--- src/rtl/arith_op_scheduler_pkg.sv ---
// ---------------------------------------------------------------------------
// arith_op_scheduler_pkg
// Shared definitions for the arithmetic-unit scheduler:
//   op_e        request opcodes (ADD, SUB, DIV, reserved)
//   state_e     scheduler FSM state encodings
//   DIV_TIMEOUT_DEFAULT  cycles the scheduler waits for the divider
//   mag_zero()  true when a sign-magnitude value has magnitude 0 (covers 8'h80)
// ---------------------------------------------------------------------------
package arith_op_scheduler_pkg;

    typedef enum logic [1:0] {
        OP_ADD = 2'b00,
        OP_SUB = 2'b01,
        OP_DIV = 2'b10,
        OP_RSV = 2'b11
    } op_e;

    typedef enum logic [1:0] {
        S_IDLE  = 2'd0,
        S_EXEC  = 2'd1,
        S_DWAIT = 2'd2,
        S_RESP  = 2'd3
    } state_e;

    localparam int DIV_TIMEOUT_DEFAULT = 16;

    // Negative zero (8'h80) has magnitude 0, so only bits 6:0 matter.
    function automatic logic mag_zero(input logic [7:0] v);
        return (v[6:0] == 7'd0);
    endfunction

endpackage

--- src/rtl/arith_op_scheduler_rr_arb2.sv ---
// ---------------------------------------------------------------------------
// rr_arb2
// Two-way round-robin grant. A lone valid requester always wins; when both
// are valid, the requester named by i_ptr wins.
//   i_valid  [1:0]  request valids (bit N = requester N)
//   i_ptr           preferred requester when both are valid
//   o_grant  [1:0]  one-hot grant (all zero when nobody is valid)
// ---------------------------------------------------------------------------
module rr_arb2 (
    input  logic [1:0] i_valid,
    input  logic       i_ptr,
    output logic [1:0] o_grant
);

    always_comb begin
        o_grant = i_valid;
        if (i_valid == 2'b11) begin
            o_grant = i_ptr ? 2'b10 : 2'b01;
        end
    end

endmodule

--- src/rtl/arith_op_scheduler.sv ---
// ---------------------------------------------------------------------------
// arith_op_scheduler
// Shares one adder, one subtractor and one multi-cycle divider between two
// requesters. One operation is in flight at a time; requesters are served
// round-robin and each result returns on a valid/ready channel tagged with
// the requester id.
//   clk, rst                       clock (rising edge), async active-low reset
//   i_reqN_valid/o_reqN_ready      request handshake, N = 0,1
//   i_reqN_op/_a/_b                opcode and sign-magnitude operands
//   o_rsp_valid/i_rsp_ready        response handshake
//   o_rsp_id/_res/_rem/_flag       response payload
//   o_alu_x/o_alu_y                latched operands to adder/subtractor
//   i_add_z/i_add_ovr              adder result and overflow
//   i_sub_b/i_sub_bout             subtractor result and borrow
//   o_div_start/o_div_a/o_div_b    divider start pulse and magnitudes
//   i_div_q/i_div_r/i_div_done     divider quotient, remainder, done pulse
// ---------------------------------------------------------------------------
module arith_op_scheduler
    import arith_op_scheduler_pkg::*;
#(
    parameter int DIV_TIMEOUT = DIV_TIMEOUT_DEFAULT
) (
    input  logic       clk,
    input  logic       rst,
    input  logic       i_req0_valid,
    output logic       o_req0_ready,
    input  logic [1:0] i_req0_op,
    input  logic [7:0] i_req0_a,
    input  logic [7:0] i_req0_b,
    input  logic       i_req1_valid,
    output logic       o_req1_ready,
    input  logic [1:0] i_req1_op,
    input  logic [7:0] i_req1_a,
    input  logic [7:0] i_req1_b,
    output logic       o_rsp_valid,
    input  logic       i_rsp_ready,
    output logic       o_rsp_id,
    output logic [7:0] o_rsp_res,
    output logic [7:0] o_rsp_rem,
    output logic       o_rsp_flag,
    output logic [7:0] o_alu_x,
    output logic [7:0] o_alu_y,
    input  logic [7:0] i_add_z,
    input  logic       i_add_ovr,
    input  logic [7:0] i_sub_b,
    input  logic       i_sub_bout,
    output logic       o_div_start,
    output logic [7:0] o_div_a,
    output logic [7:0] o_div_b,
    input  logic [7:0] i_div_q,
    input  logic [7:0] i_div_r,
    input  logic       i_div_done
);

    localparam int CW = $clog2(DIV_TIMEOUT + 1);

    state_e      r_state, w_next;
    logic        r_rr_ptr;
    logic        r_id;
    op_e         r_op;
    logic [7:0]  r_a, r_b;
    logic [7:0]  r_div_a, r_div_b;
    logic [CW-1:0] r_cnt;
    logic [7:0]  r_res, r_rem;
    logic        r_flag;

    logic [1:0]  w_valid, w_grant;
    logic        w_sel;
    logic [1:0]  w_req_op;
    logic [7:0]  w_req_a, w_req_b;
    logic        w_accept, w_div_start, w_load_rsp;
    logic [7:0]  w_res, w_rem;
    logic        w_flag;
    logic        w_unused;

    assign w_valid = {i_req1_valid, i_req0_valid};

    rr_arb2 u_arb (
        .i_valid (w_valid),
        .i_ptr   (r_rr_ptr),
        .o_grant (w_grant)
    );

    assign w_sel    = w_grant[1];
    assign w_req_op = w_sel ? i_req1_op : i_req0_op;
    assign w_req_a  = w_sel ? i_req1_a  : i_req0_a;
    assign w_req_b  = w_sel ? i_req1_b  : i_req0_b;

    // The divider only produces 7-bit magnitudes; its top bits carry nothing.
    assign w_unused = ^{i_div_q[7], i_div_r[7]};

    always_ff @(posedge clk or negedge rst) begin
        if (!rst) begin
            r_state <= S_IDLE;
        end else begin
            r_state <= w_next;
        end
    end

    // Next state, handshake strobes and the response value to capture.
    // The divider timeout fires on the DIV_TIMEOUT-th D_WAIT cycle without done.
    always_comb begin
        w_next      = r_state;
        w_accept    = 1'b0;
        w_div_start = 1'b0;
        w_load_rsp  = 1'b0;
        w_res       = 8'h00;
        w_rem       = 8'h00;
        w_flag      = 1'b0;
        case (r_state)
            S_IDLE: begin
                if (|w_grant) begin
                    w_accept = 1'b1;
                    w_next   = S_EXEC;
                end
            end
            S_EXEC: begin
                case (r_op)
                    OP_ADD: begin
                        w_load_rsp = 1'b1;
                        w_res      = i_add_z;
                        w_flag     = i_add_ovr;
                        w_next     = S_RESP;
                    end
                    OP_SUB: begin
                        w_load_rsp = 1'b1;
                        w_res      = i_sub_b;
                        w_flag     = i_sub_bout;
                        w_next     = S_RESP;
                    end
                    OP_DIV: begin
                        if (mag_zero(r_b)) begin
                            w_load_rsp = 1'b1;
                            w_flag     = 1'b1;
                            w_next     = S_RESP;
                        end else begin
                            w_div_start = 1'b1;
                            w_next      = S_DWAIT;
                        end
                    end
                    default: begin
                        w_load_rsp = 1'b1;
                        w_flag     = 1'b1;
                        w_next     = S_RESP;
                    end
                endcase
            end
            S_DWAIT: begin
                if (i_div_done) begin
                    // A zero quotient or remainder never carries a minus sign.
                    w_load_rsp = 1'b1;
                    w_res      = {(r_a[7] ^ r_b[7]) & (i_div_q[6:0] != 7'd0), i_div_q[6:0]};
                    w_rem      = {r_a[7] & (i_div_r[6:0] != 7'd0), i_div_r[6:0]};
                    w_next     = S_RESP;
                end else if (r_cnt == CW'(DIV_TIMEOUT - 1)) begin
                    w_load_rsp = 1'b1;
                    w_flag     = 1'b1;
                    w_next     = S_RESP;
                end
            end
            S_RESP: begin
                if (i_rsp_ready) begin
                    w_next = S_IDLE;
                end
            end
            default: w_next = S_IDLE;
        endcase
    end

    // Request latch, divider operands, timeout counter, response payload and
    // the round-robin pointer, which favours the other requester after a reply.
    always_ff @(posedge clk or negedge rst) begin
        if (!rst) begin
            r_rr_ptr <= 1'b0;
            r_id     <= 1'b0;
            r_op     <= OP_ADD;
            r_a      <= 8'h00;
            r_b      <= 8'h00;
            r_div_a  <= 8'h00;
            r_div_b  <= 8'h00;
            r_cnt    <= '0;
            r_res    <= 8'h00;
            r_rem    <= 8'h00;
            r_flag   <= 1'b0;
        end else begin
            if (w_accept) begin
                r_id <= w_sel;
                r_op <= op_e'(w_req_op);
                r_a  <= w_req_a;
                r_b  <= w_req_b;
                if (w_req_op == OP_DIV) begin
                    r_div_a <= {1'b0, w_req_a[6:0]};
                    r_div_b <= {1'b0, w_req_b[6:0]};
                end
            end
            if (w_div_start) begin
                r_cnt <= '0;
            end else if (r_state == S_DWAIT) begin
                r_cnt <= r_cnt + CW'(1);
            end
            if (w_load_rsp) begin
                r_res  <= w_res;
                r_rem  <= w_rem;
                r_flag <= w_flag;
            end
            if (r_state == S_RESP && i_rsp_ready) begin
                r_rr_ptr <= ~r_id;
            end
        end
    end

    assign o_req0_ready = (r_state == S_IDLE) & w_grant[0];
    assign o_req1_ready = (r_state == S_IDLE) & w_grant[1];
    assign o_rsp_valid  = (r_state == S_RESP);
    assign o_rsp_id     = r_id;
    assign o_rsp_res    = r_res;
    assign o_rsp_rem    = r_rem;
    assign o_rsp_flag   = r_flag;
    assign o_alu_x      = r_a;
    assign o_alu_y      = r_b;
    assign o_div_start  = w_div_start;
    assign o_div_a      = r_div_a;
    assign o_div_b      = r_div_b;

endmodule

--- config.mk ---
export PLATFORM = sky130hd
export DESIGN_NAME = arith_op_scheduler
export DESIGN_NICKNAME = d
export VERILOG_FILES = /design/src/rtl/arith_op_scheduler_pkg.sv /design/src/rtl/arith_op_scheduler_rr_arb2.sv /design/src/rtl/arith_op_scheduler.sv
export SDC_FILE = /design/constraint.sdc
export NUM_CORES = 1
export LEC_CHECK = 0
export BUFFER_PORTS_ARGS = -buffer_cell sky130_fd_sc_hd__buf_4
export CORE_MARGIN = 5
export CORE_UTILIZATION = 40
export DETAILED_ROUTE_END_ITERATION = 10
export GPL_TIMING_DRIVEN = 0
export PLACE_DENSITY = 0.78
export SETUP_SLACK_MARGIN = 0.05
export SKIP_CTS_REPAIR_TIMING = 1
export SKIP_LAST_GASP = 1
export SYNTH_ARGS = -nofsm -noshare
export SYNTH_HDL_FRONTEND = slang
export SYNTH_SLANG_ARGS = --single-unit
--- constraint.sdc ---
create_clock -name clk -period 5.4 [get_ports clk]
set_input_delay 1.08 -clock clk [delete_from_list [all_inputs] [get_ports clk]]
set_output_delay 1.08 -clock clk [all_outputs]
set_load 0.05 [all_outputs]
## Word-level counts from Yosys, hierarchy flattened

Cells that the tools add are included.

| storage, ports and cells | value |
|---|---|
| word-level logic and storage cells | 72 |
| bits in registers | 58 |
| output and inout bits | 54 |
| input port bits | 76 |

| cells by class | value |
|---|---|
| $add $sub $neg | 1 |
| bitwise gates (word level) | 6 |
| reduce and logical (&&, ||, !) cells | 10 |
| mux-type cells | 32 |
| eq/ne operators | 11 |

Operators with widths:

| kind | number |
|---|---|
| two-way mux 8 bit | 5 |
| case mux 8 bit (2 select lines) | 2 |
| two-way mux 2 bit | 7 |
| nonzero test 7 bit | 2 |
| two-way mux 1 bit | 12 |
| equality test 2 bit (second input constant) | 5 |
| two-way mux 5 bit | 2 |
| case mux 2 bit (4 select lines) | 1 |
| zero test 7 bit | 1 |
| adder 5 x 1 -> 5 bit (second input constant) | 1 |
| equality test 5 x 4 -> 1 bit (second input constant) | 1 |
| AND 1 bit | 4 |
| equality test 2 x 1 -> 1 bit (second input constant) | 2 |
| zero test 2 bit | 2 |
| case mux 1 bit (2 select lines) | 2 |
| inequality test 3 bit (second input constant) | 1 |
| case mux 1 bit (3 select lines) | 1 |
| AND reduction 3 bit | 1 |
| inequality test 2 x 1 -> 1 bit (second input constant) | 1 |
| inequality test 2 bit (second input constant) | 1 |
| AND reduction 2 bit | 1 |
| nonzero test 2 bit | 1 |
| OR reduction 2 bit | 1 |
| logical AND 1 bit | 1 |
| other kinds (2) | 2 |

## Depth between registers and ports, before layout

Gate-level depths: netlist of run 1.

| depth | value |
|---|---|
| depth after elaboration | 6 |
| gate-level depth with buffers | 8 |
| gate-level depth less buffers | 7 |

## By module

Synthesis of run 1 repeated with hierarchy kept, for this count alone.

| unflattened totals | value |
|---|---|
| cells, all modules | 281 |
| area total of the unflattened synthesis | 2926.6 µm² |

By module, submodules not included:

| module | cells an instance | times used | area each (µm²) | seq. area each (µm²) |
|---|---|---|---|---|
| arith_op_scheduler | 278 | 1 | 2907.8 | 1451.4 |
| rr_arb2 | 3 | 1 | 18.8 | 0.0 |

## Least setup slack after synthesis of run 1

OpenSTA, ideal clock, no wires.

| path | value |
|---|---|
| path type | input port to output port |
| from | input port i_req0_valid |
| to | output port o_req0_ready |
| required time | 4320 ps |
| setup slack | 2442 ps |
| stages on the path | 2 |
| buffers on the path | 0 |
| data arrival time | 1878 ps |
| cell sequence | nand2_1 > a21oi_1 |

| on the way | value |
|---|---|
| cells in the longest elaborated chain, start to end | 3 |

RTL lines:

| what | line | source |
|---|---|---|
| start: declaration | arith_op_scheduler.sv:25 | `input logic i_req0_valid,` |
| equality test 2 bit | arith_op_scheduler_rr_arb2.sv:17 | `if (i_valid == 2'b11) begin` |
| two-way mux 2 bit (*) | arith_op_scheduler_rr_arb2.sv:17 |  |
| AND 1 bit (*) | arith_op_scheduler.sv:212 | `assign o_req0_ready = (r_state == S_IDLE) & w_grant[0];` |
| end: declaration | arith_op_scheduler.sv:26 | `output logic o_req0_ready,` |

Mark *: on every way between the ends. The rest lies on a longest branch, timed or not.

## Worst setup path in the final report of run 1

| path | value |
|---|---|
| from | register r_op[0] |
| to | output port o_div_start |

| on the way | value |
|---|---|
| cells in the longest elaborated chain, start to end | 3 |

RTL lines:

| what | line | source |
|---|---|---|
| start: declaration | arith_op_scheduler.sv:60 | `op_e r_op;` |
| start signal: assignment | arith_op_scheduler.sv:188 | `r_op <= op_e'(w_req_op);` |
| equality test 2 bit | arith_op_scheduler.sv:118 | `case (r_op)` |
| two-way mux 1 bit | arith_op_scheduler.sv:118 |  |
| two-way mux 1 bit | arith_op_scheduler.sv:110 | `case (r_state)` |
| end: declaration | arith_op_scheduler.sv:47 | `output logic o_div_start,` |

Every way passes these cells.

==> results_dict.tcl, run 1 <==
set metrics [dict create \
    ios 130 \
    portBuffers 125 \
    cp_data_required_time_ns 4.32 \
    power.total_uw 2760 \
    core_sq_um 7180 \
    setup_violations 0 \
    crit_path_start_kind "flip-flop" \
    finalNetCount 481 \
    drt_first_pass_iters 4 \
    fin_crit_sh_pct 55.6 \
    slew_violations 0 \
    area.growth.synth_to_final_pct 42.2 \
    fp.dieH_microns 95.6 \
    dr.first_iter.drc_count 53 \
    status "finished, final reports clean" \
    fmax_mhz 333 \
    netlist_area_sq_um 2930 \
    fp-row-count 31 \
    gp_congestion 0.727 \
    via_count 2402 \
    grtUsageTotal_pct 17.3 \
    max_slew_margin_pct 50.9 \
    clk_path_buf_depth 2 \
    diodes 0 \
    wl_per_cell_microns 14.8 \
    grt_pass1_vias 2560 \
    hold_class "flip-flop to flip-flop" \
    netlist_instances 261 \
    cts_made_buffers 9 \
    syn_area_per_cell_sq_um 11.2 \
    layout.cells.non_filler 502 \
    clk_pin_slew_ns 0.07 \
    synth_seq_cells 58 \
    finalHoldViolations 0 \
    dominantRegCellSynth "dfrtp_1" \
    grt_overflow 0 \
    postRouteAntennaNets 0 \
    leakage_uw 0.00208 \
    worstPathMaxFanout 6 \
    wl_mm 7.45 \
    arrival_ns 1.92 \
    drc 0 \
    dpl.cell_count 486 \
    end_kind "output port" \
    antenna_found_initial 0 \
    cts_tree "built" \
    grt_pass1_wl_mm 12.2 \
    cts-root-buf "clkbuf_8" \
    vias_per_cell 4.78 \
    rsz0062_at_grt "no" \
    die_area_sq_um 9130 \
    max-vdd-ir-drop_uv 361 \
    htree_num_levels 3 \
    synth_edf_count 0 \
    maxCapViolations 0 \
    async_flop_share_pct 100 \
    grt_max_degree 59 \
    finClkSkew_ns 0.0105 \
    ys.warnings.count 0 \
    clock_latency_ns 0.34 \
    yosysUniqueCellTypes 40 \
    seq_area_frac_synth_pct 49.6 \
    initial_core_util_pct 40.8 \
    final_layout_size_suffix_gt1_share_pct 43.4 \
    period_minus_slack_ns 3.00 \
    tightest_slew_ns 0.737 \
    dp_hpwl_mm 5.80 \
    die_x_microns 95.6 \
    cts_sinks 58 \
    criticalPathCategory "flip-flop to output port" \
    tns_ns 0 \
    power_density_nw_per_um2 663 \
]
-- cell families after synthesis --
logic type	Yosys count	share of synthesized area [%]
xor gates and xnor gates	4	1.20
other	1	0.128
DFF	58	49.6
muxes	66	24.0
and+or+nand+nor	57	9.23
AOI/OAI and AO/OA	36	7.82
adders and majority gates	7	2.99
buffers and inverters	32	5.08
-- synthesized netlist by cell type, types with 2 or more instances --
cell type | number | area [sq um]
dfrtp_1 | 58 | 1450
mux2i_1 | 32 | 320
nand2_1 | 31 | 116
mux2_2 | 25 | 282
inv_1 | 19 | 71.3
o21ai_0 | 18 | 90.1
mux2_1 | 9 | 101
nor2_1 | 8 | 30.0
ha_1 | 7 | 87.6
clkbuf_1 | 6 | 22.5
a21oi_1 | 5 | 25.0
nand2b_1 | 4 | 25.0
buf_4 | 3 | 22.5
xor2_1 | 3 | 26.3
a31oi_1 | 2 | 12.5
and2_1 | 2 | 12.5
and3_1 | 2 | 12.5
buf_2 | 2 | 10.0
buf_6 | 2 | 22.5
nor3_1 | 2 | 10.0
nor4_1 | 2 | 12.5
-- power breakdown --
| part | leakage [uW] | total [uW] | switching [uW] | internal, uW |
|---|---|---|---|---|
| registers | 0.000719 | 779 | 132 | 647 |
| logic | 0.00128 | 1630 | 1070 | 559 |
| clock network | 0.0000851 | 351 | 175 | 176 |
-- layout make-up --
cell class              count  area [sq um]
fillers                   615          3010
flip-flops and latches     58          1450
multi-input cells         172          1330
repair buffers            125           938
clock buffers              11           141
well taps                  99           124
plain buffers              13          77.6
inverters                  19          71.3
clock inverters             5          30.0
-- layer usage --
metal	wire length, microns	global-route usage (%)
met2	3410	27.1
met5	0	0
met3	948	8.76
met4	51	6.04
met1	3040	20.6
-- metrics by stage --
stage               setup WS (ns)  instance area [sq um]  utilization, %  hold slack (ns)
detailed placement           2.59                   4000            55.7            0.476
global placement             2.60                   4000            55.7            0.469
finish                       2.40                   4170            58.1            0.480
floorplan                    2.44                   2930               -            0.486
CTS                          2.38                   4170            58.1            0.484
global route                 2.25                   4170            58.1            0.495
-- sequential cells by signal (all words and copies together) (netlist names), 2 cells and up --
signal     count
o_rsp_res      8
o_div_b        7
o_rsp_rem      8
r_state        2
o_alu_y        8
o_alu_x        8
o_div_a        7
r_cnt          5
r_op           2
-- final timing paths --
kind | start | slack (ns) | cells past startpoint | endpoint
max | r_op[0]$_DFFE_PN0P_ | 2.40 | 5 | o_div_start
min | o_rsp_id$_DFFE_PN0P_ | 0.48 | 1 | r_rr_ptr$_DFFE_PN0P_
max reg2reg | r_state[0]$_DFFE_PN0P_ | 3.19 | 7 | o_rsp_res[7]$_DFFE_PN0P_
min reg2reg | o_rsp_id$_DFFE_PN0P_ | 0.48 | 1 | r_rr_ptr$_DFFE_PN0P_
max in group asynchronous | rst | 4.11 | 1 | o_div_a[0]$_DFFE_PN0P_
min in group asynchronous | rst | 0.80 | 1 | o_div_b[4]$_DFFE_PN0P_
-- worst max-delay path, stage by stage (launching register included) --
cell	delay, ns
dfrtp_1	0.37
nand2b_1	0.13
a21oi_1	0.39
and2_1	0.19
clkbuf_1	0.24
buf_4	0.26
-- cells in the final DEF (no fill, tap or decap), types with 3 or more instances in the layout --
master	n
nor2_1	8
buf_4	128
mux2_2	25
dfrtp_1	58
nand2b_1	4
xor2_1	3
clkbuf_1	7
inv_1	19
clkinv_2	3
ha_1	7
o21ai_0	18
nand2_1	31
mux2_1	9
a21oi_1	5
mux2i_1	32
clkbuf_8	10
Note: power is estimated with default switching activity, not from simulation.
==> run 2: changes to the inputs <==
ABC_AREA = 1   (was unset)
clock period = 2.8 ns   (was 5.4 ns; I/O delays follow)
==> run 2 against run 1 <==
Cell area grew 5.2%; combinational power rose by 100%; non-clock buffer count is 5 higher; clock-buffer cell count shrank 1; global-route usage up 2.1 points; register-to-register slack worse by 2.4 ns; via count rose by 34%; critical path depth grew 1; core utilization down 1.0 points; routed wire length up 26%; worst setup slack got worse by 2.0 ns; die area rose by 6.2%; largest power group unchanged.
==> results_dict.tcl, run 2 <==
set metrics [dict create \
    use_met3_pct 6.79 \
    worstSetupStartpoint "r_state[1]$_DFFE_PN0P_" \
    leakage_uw 0.00248 \
    dominantRegCellSynth "dfrtp_1" \
    dp_hpwl_mm 7.15 \
    worstPathMaxFanout 10 \
    async_flop_share_pct 100 \
    grt_pass1_wl_mm 15.4 \
    antenna_found_initial 0 \
    wl_per_cell_microns 14.3 \
    seq_area_frac_synth_pct 46.3 \
    r2r_setup_slack_ns 0.84 \
    grt_max_degree 59 \
    ios 130 \
    grt_overflow 0 \
    synth_top_cell_area_share_pct 46.3 \
    drc 0 \
    maxCapViolations 0 \
    dr.first_iter.drc_count 133 \
    final_cell_mix "nand2_1, buf_4, dfrtp_1" \
    max-vdd-ir-drop_uv 610 \
    criticalPathCategory "flip-flop to output port" \
    setup_violations 0 \
    yosysTopAreaCell "dfrtp_1" \
    area.growth.synth_to_final_pct 40.0 \
    cp_data_required_time_ns 2.24 \
    final_layout_size_suffix_gt1_share_pct 30.4 \
    synth.most_common_cell "nand2_1" \
    top_usage_layer "met2" \
    cts-root-buf "clkbuf_8" \
    tns_ns 0 \
    clk_path_buf_depth 2 \
    status "finished, final reports clean" \
    met2_usage_pct 33.0 \
    initial_core_util_pct 40.7 \
    clk_pin_slew_ns 0.07 \
    power_density_nw_per_um2 1260 \
    period_minus_slack_ns 2.38 \
    layout.cells.non_filler 658 \
    diodes 0 \
    cts_made_buffers 9 \
    synth_seq_cells 58 \
    grt_pass1_vias 3224 \
    netlist_area_sq_um 3130 \
    fmax_mhz 419 \
    yosysUniqueCellTypes 33 \
    cts_tree "built" \
    end_kind "output port" \
    yosys-top-cells-area "dfrtp_1, nand2_1, nand3_1" \
    final_common_cell "nand2_1" \
    use_met1_pct 23.5 \
    finClkSkew_ns 0.00471 \
    crit_path_start_kind "flip-flop" \
    postRouteAntennaNets 0 \
    dpl.cell_count 642 \
    clock_latency_ns 0.33 \
    cts_sinks 58 \
    core_sq_um 7690 \
    ys.warnings.count 0 \
    reg2reg_depth 9 \
    multi_input_area_sq_um 1440 \
    hold_class "input port to async pin" \
    fin_crit_sh_pct 85.2 \
    wl_mm 9.39 \
    finalNetCount 634 \
    drt_first_pass_iters 5 \
    slew_violations 0 \
    fill_cells 735 \
    syn_area_per_cell_sq_um 7.56 \
    fp-row-count 32 \
    rsz0062_at_grt "no" \
    tightest_slew_ns 0.757 \
    r2r_end "o_rsp_res[5]$_DFFE_PN0P_" \
    die_x_microns 98.5 \
    via_count 3221 \
    synth_common_cells "nand2_1, dfrtp_1, nor2_1" \
    finalHoldViolations 0 \
    portBuffers 125 \
    die_area_sq_um 9700 \
    regArea_sq_um 1450 \
    netlist_instances 414 \
    r2r-start "r_cnt[0]$_DFFE_PN0P_" \
    fp.dieH_microns 98.5 \
    gp_congestion 0.858 \
    grtUsageTotal_pct 19.4 \
    max_slew_margin_pct 49.5 \
    synth_edf_count 0 \
    arrival_ns 1.82 \
    htree_num_levels 3 \
    vias_per_cell 4.90 \
]
run 2: cell type report:
class                      instances  share of cell area [%]
multi-input combinational        303                    32.8
timing repair buffer             125                    21.4
clock inverter                     6                   0.971
clock buffer                      10                    3.14
inverter                          36                    3.08
tap                              102                    2.91
buffer                            18                    2.57
sequential                        58                    33.1
run 2: worst max-delay path by stage:
stage                         to  slack, ns  cells after the start
CTS                  o_div_start       0.17                      6
detailed placement   o_div_start       0.55                      6
floorplan           o_req0_ready       0.33                      4
finish               o_div_start       0.42                      6
global placement     o_div_start       0.55                      6
global route         o_div_start       0.28                      6
run 2: cell families (layout without fill, tap and decap cells):
logic type	count (synthesis)	in the layout	synth area share (%)
xor+xnor	3	3	0.839
simple gates	248	248	32.9
buf+inv	54	195	7.87
other cells	1	2	0.120
fa+ha+maj	7	7	2.80
mux	2	2	0.679
compound gates	41	41	8.47
flops	58	58	46.3
run 2: per-stage QoR:
stage | area [sq um] | worst slack (ns) | util [%] | power (uW) | hold slack (ns)
final | 4380 | 0.415 | 57.0 | 5530 | 0.277
after global routing | 4380 | 0.281 | 57.0 | 5890 | 0.349
after CTS | 4380 | 0.172 | 57.0 | 5560 | 0.313
after detailed placement | 4200 | 0.547 | 54.7 | 4850 | 0.460
after global placement | 4200 | 0.550 | 54.7 | 4780 | 0.457
after floorplan | 3140 | 0.328 | - | 3790 | 0.264
run 2: metal layers:
metal / part of all wire [%] / up-vias
met3: 9.8 / 18
met2: 48 / 133
li1: - / 1580
met1: 40 / 1490
met5: 0 / -
met4: 1.4 / 0
run 2: report_power, final:
group          switching [uW]  internal, uW  total (uW)
combinational            2350           979        3330
clock                     352           344         696
sequential                271          1230        1500
run 2: critical path, cell delays in order, from the launching register on:
cell and delay, ns:
dfrtp_1 0.40, inv_1 0.12, ha_1 0.18, clkbuf_2 0.24
nand3_1 0.25, inv_1 0.10, buf_4 0.20
==> run 3: changes to the inputs <==
CORE_MARGIN = 3   (was 5)
==> run 3 against run 2 <==
Core utilization is 2.2 points higher; cell area is 0.14% higher; routed wire length is 5.1% lower; clock-buffer cell count is 1 higher; via count is 0.40% lower; critical path depth stayed put; first-iteration DRC count stayed put; worst setup slack worse by 0.18 ns; combinational power hardly changed; sequential cell count stayed put; highest routed layer unchanged.
==> results_dict.tcl, run 3 (same netlist as run 2, synthesis figures left out) <==
set metrics [dict create \
    clock_latency_ns 0.33 \
    criticalPathCategory "flip-flop to output port" \
    die_x_microns 94.5 \
    power_density_nw_per_um2 1270 \
    worstPathMaxFanout 10 \
    post-route-util_pct 59.2 \
    cp_data_required_time_ns 2.24 \
    fmax_mhz 390 \
    final_layout_size_suffix_gt1_share_pct 30.0 \
    period_minus_slack_ns 2.56 \
    core_sq_um 7410 \
    area.growth.synth_to_final_pct 40.2 \
    ios 130 \
    grt_pass1_vias 2984 \
    r2r_setup_slack_ns 0.83 \
    fp-row-count 31 \
    max-vdd-ir-drop_uv 792 \
    setup_violations 0 \
    fin_crit_sh_pct 91.5 \
    arrival_ns 2.00 \
    final_cell_mix "nand2_1, buf_4, dfrtp_1" \
    vias_per_cell 4.91 \
    status "finished, final reports clean" \
    die_area_sq_um 8930 \
    grt_pass1_wl_mm 13.8 \
    critPathMaxStageDelay_ns 0.40 \
    antenna_found_initial 0 \
    initial_core_util_pct 42.3 \
    path_cells "inv_1 > ha_1 > clkbuf_1 > nand3_1 > inv_1 > buf_4" \
    max_slew_margin_pct 51.6 \
    finClkSkew_ns 0.0104 \
    drt_first_pass_iters 5 \
    rsz0062_at_grt "no" \
    leakage_uw 0.00249 \
    drc 0 \
    cts_sinks 58 \
    crit_top_cell "inv_1" \
    finalNetCount 634 \
    htree_num_levels 3 \
    dp_hpwl_mm 6.84 \
    r2r_end "o_rsp_res[7]$_DFFE_PN0P_" \
    crit_path_start_kind "flip-flop" \
    tns_ns 0 \
    crit_buf_inv 4 \
    grt_max_degree 59 \
    cts_made_buffers 9 \
    via_count 3208 \
    grt_overflow 0 \
    clk_pin_slew_ns 0.07 \
    hold_class "input port to async pin" \
    clk_path_buf_depth 2 \
    final_common_cell "nand2_1" \
    dr.first_iter.drc_count 133 \
    cts_tree "built" \
    cpMaxStageDelayCell "dfrtp_1" \
    grtUsageTotal_pct 19.6 \
    postRouteAntennaNets 0 \
    end_kind "output port" \
    slew_violations 0 \
    gp_congestion 0.851 \
    wl_mm 8.91 \
    reg2reg_depth 9 \
    cts-root-buf "clkbuf_8" \
    wl_per_cell_microns 13.6 \
    cp_top_family "buffers and inverters" \
    fp.dieH_microns 94.5 \
    portBuffers 125 \
    fill_cells 681 \
    diodes 0 \
    r2r-start "r_cnt[0]$_DFFE_PN0P_" \
    tightest_slew_ns 0.726 \
    maxCapViolations 0 \
    finalHoldViolations 0 \
]
[run 3: cell count changes in the layout (fill, tap and decap cells not counted), sizes merged]
| cell | previous run | this run |
|---|---|---|
| clkinvlp | 2 | 0 |
| bufinv | 0 | 1 |
| clkinv | 4 | 2 |
| clkbuf | 16 | 17 |
[run 3: stage by stage]
step | total power (uW) | instance area, sq um | worst slack, ns | hold WS, ns | instances
6_report | 5580 | 4390 | 0.237 | 0.267 | 653
5_1_grt | 5920 | 4390 | 0.0984 | 0.353 | 653
3_5_place_dp | 4830 | 4200 | 0.564 | 0.460 | 639
3_3_place_gp | 4760 | 4200 | 0.641 | 0.455 | 639
4_1_cts | 5610 | 4390 | 0.200 | 0.311 | 653
2_1_floorplan | 3790 | 3140 | 0.328 | 0.264 | 415
[run 3: how the worst max path moves through the flow]
stage	slack (ns)	startpoint	to	cells after the start
2_1_floorplan	0.33	r_state[0]$_DFFE_PN0P_	o_req0_ready	4
4_1_cts	0.20	r_state[1]$_DFFE_PN0P_	o_div_start	6
5_1_grt	0.1	r_state[1]$_DFFE_PN0P_	o_div_start	6
3_3_place_gp	0.64	r_state[1]$_DFFE_PN0P_	o_div_start	6
3_5_place_dp	0.56	r_state[1]$_DFFE_PN0P_	o_div_start	6
6_report	0.24	r_state[1]$_DFFE_PN0P_	o_div_start	6
[run 3: cell type report]
| cell class | count | area, sq um | area share (%) |
|---|---|---|---|
| well taps | 99 | 124 | 2.82 |
| clock inverters | 3 | 40.0 | 0.912 |
| multi-input cells | 303 | 1440 | 32.8 |
| clock buffers | 11 | 151 | 3.45 |
| plain buffers | 18 | 111 | 2.54 |
| inverters | 36 | 135 | 3.08 |
| repair buffers | 125 | 938 | 21.4 |
| flip-flops and latches | 58 | 1450 | 33.1 |
[run 3: per-layer routing]
metal	vias up	global-route usage (%)	share of wire, %
met1	1464	24.3	40
met5	-	0	0
met3	13	6.85	12
met4	0	7.21	1.8
met2	151	31.8	46
li1	1580	-	-
[run 3: report_power, final]
group | switching (uW) | leakage (uW) | internal [uW]
clock network | 331 | 0.000101 | 447
logic | 2320 | 0.00167 | 976
registers | 273 | 0.000720 | 1230
total | 2930 | 0.00249 | 2650
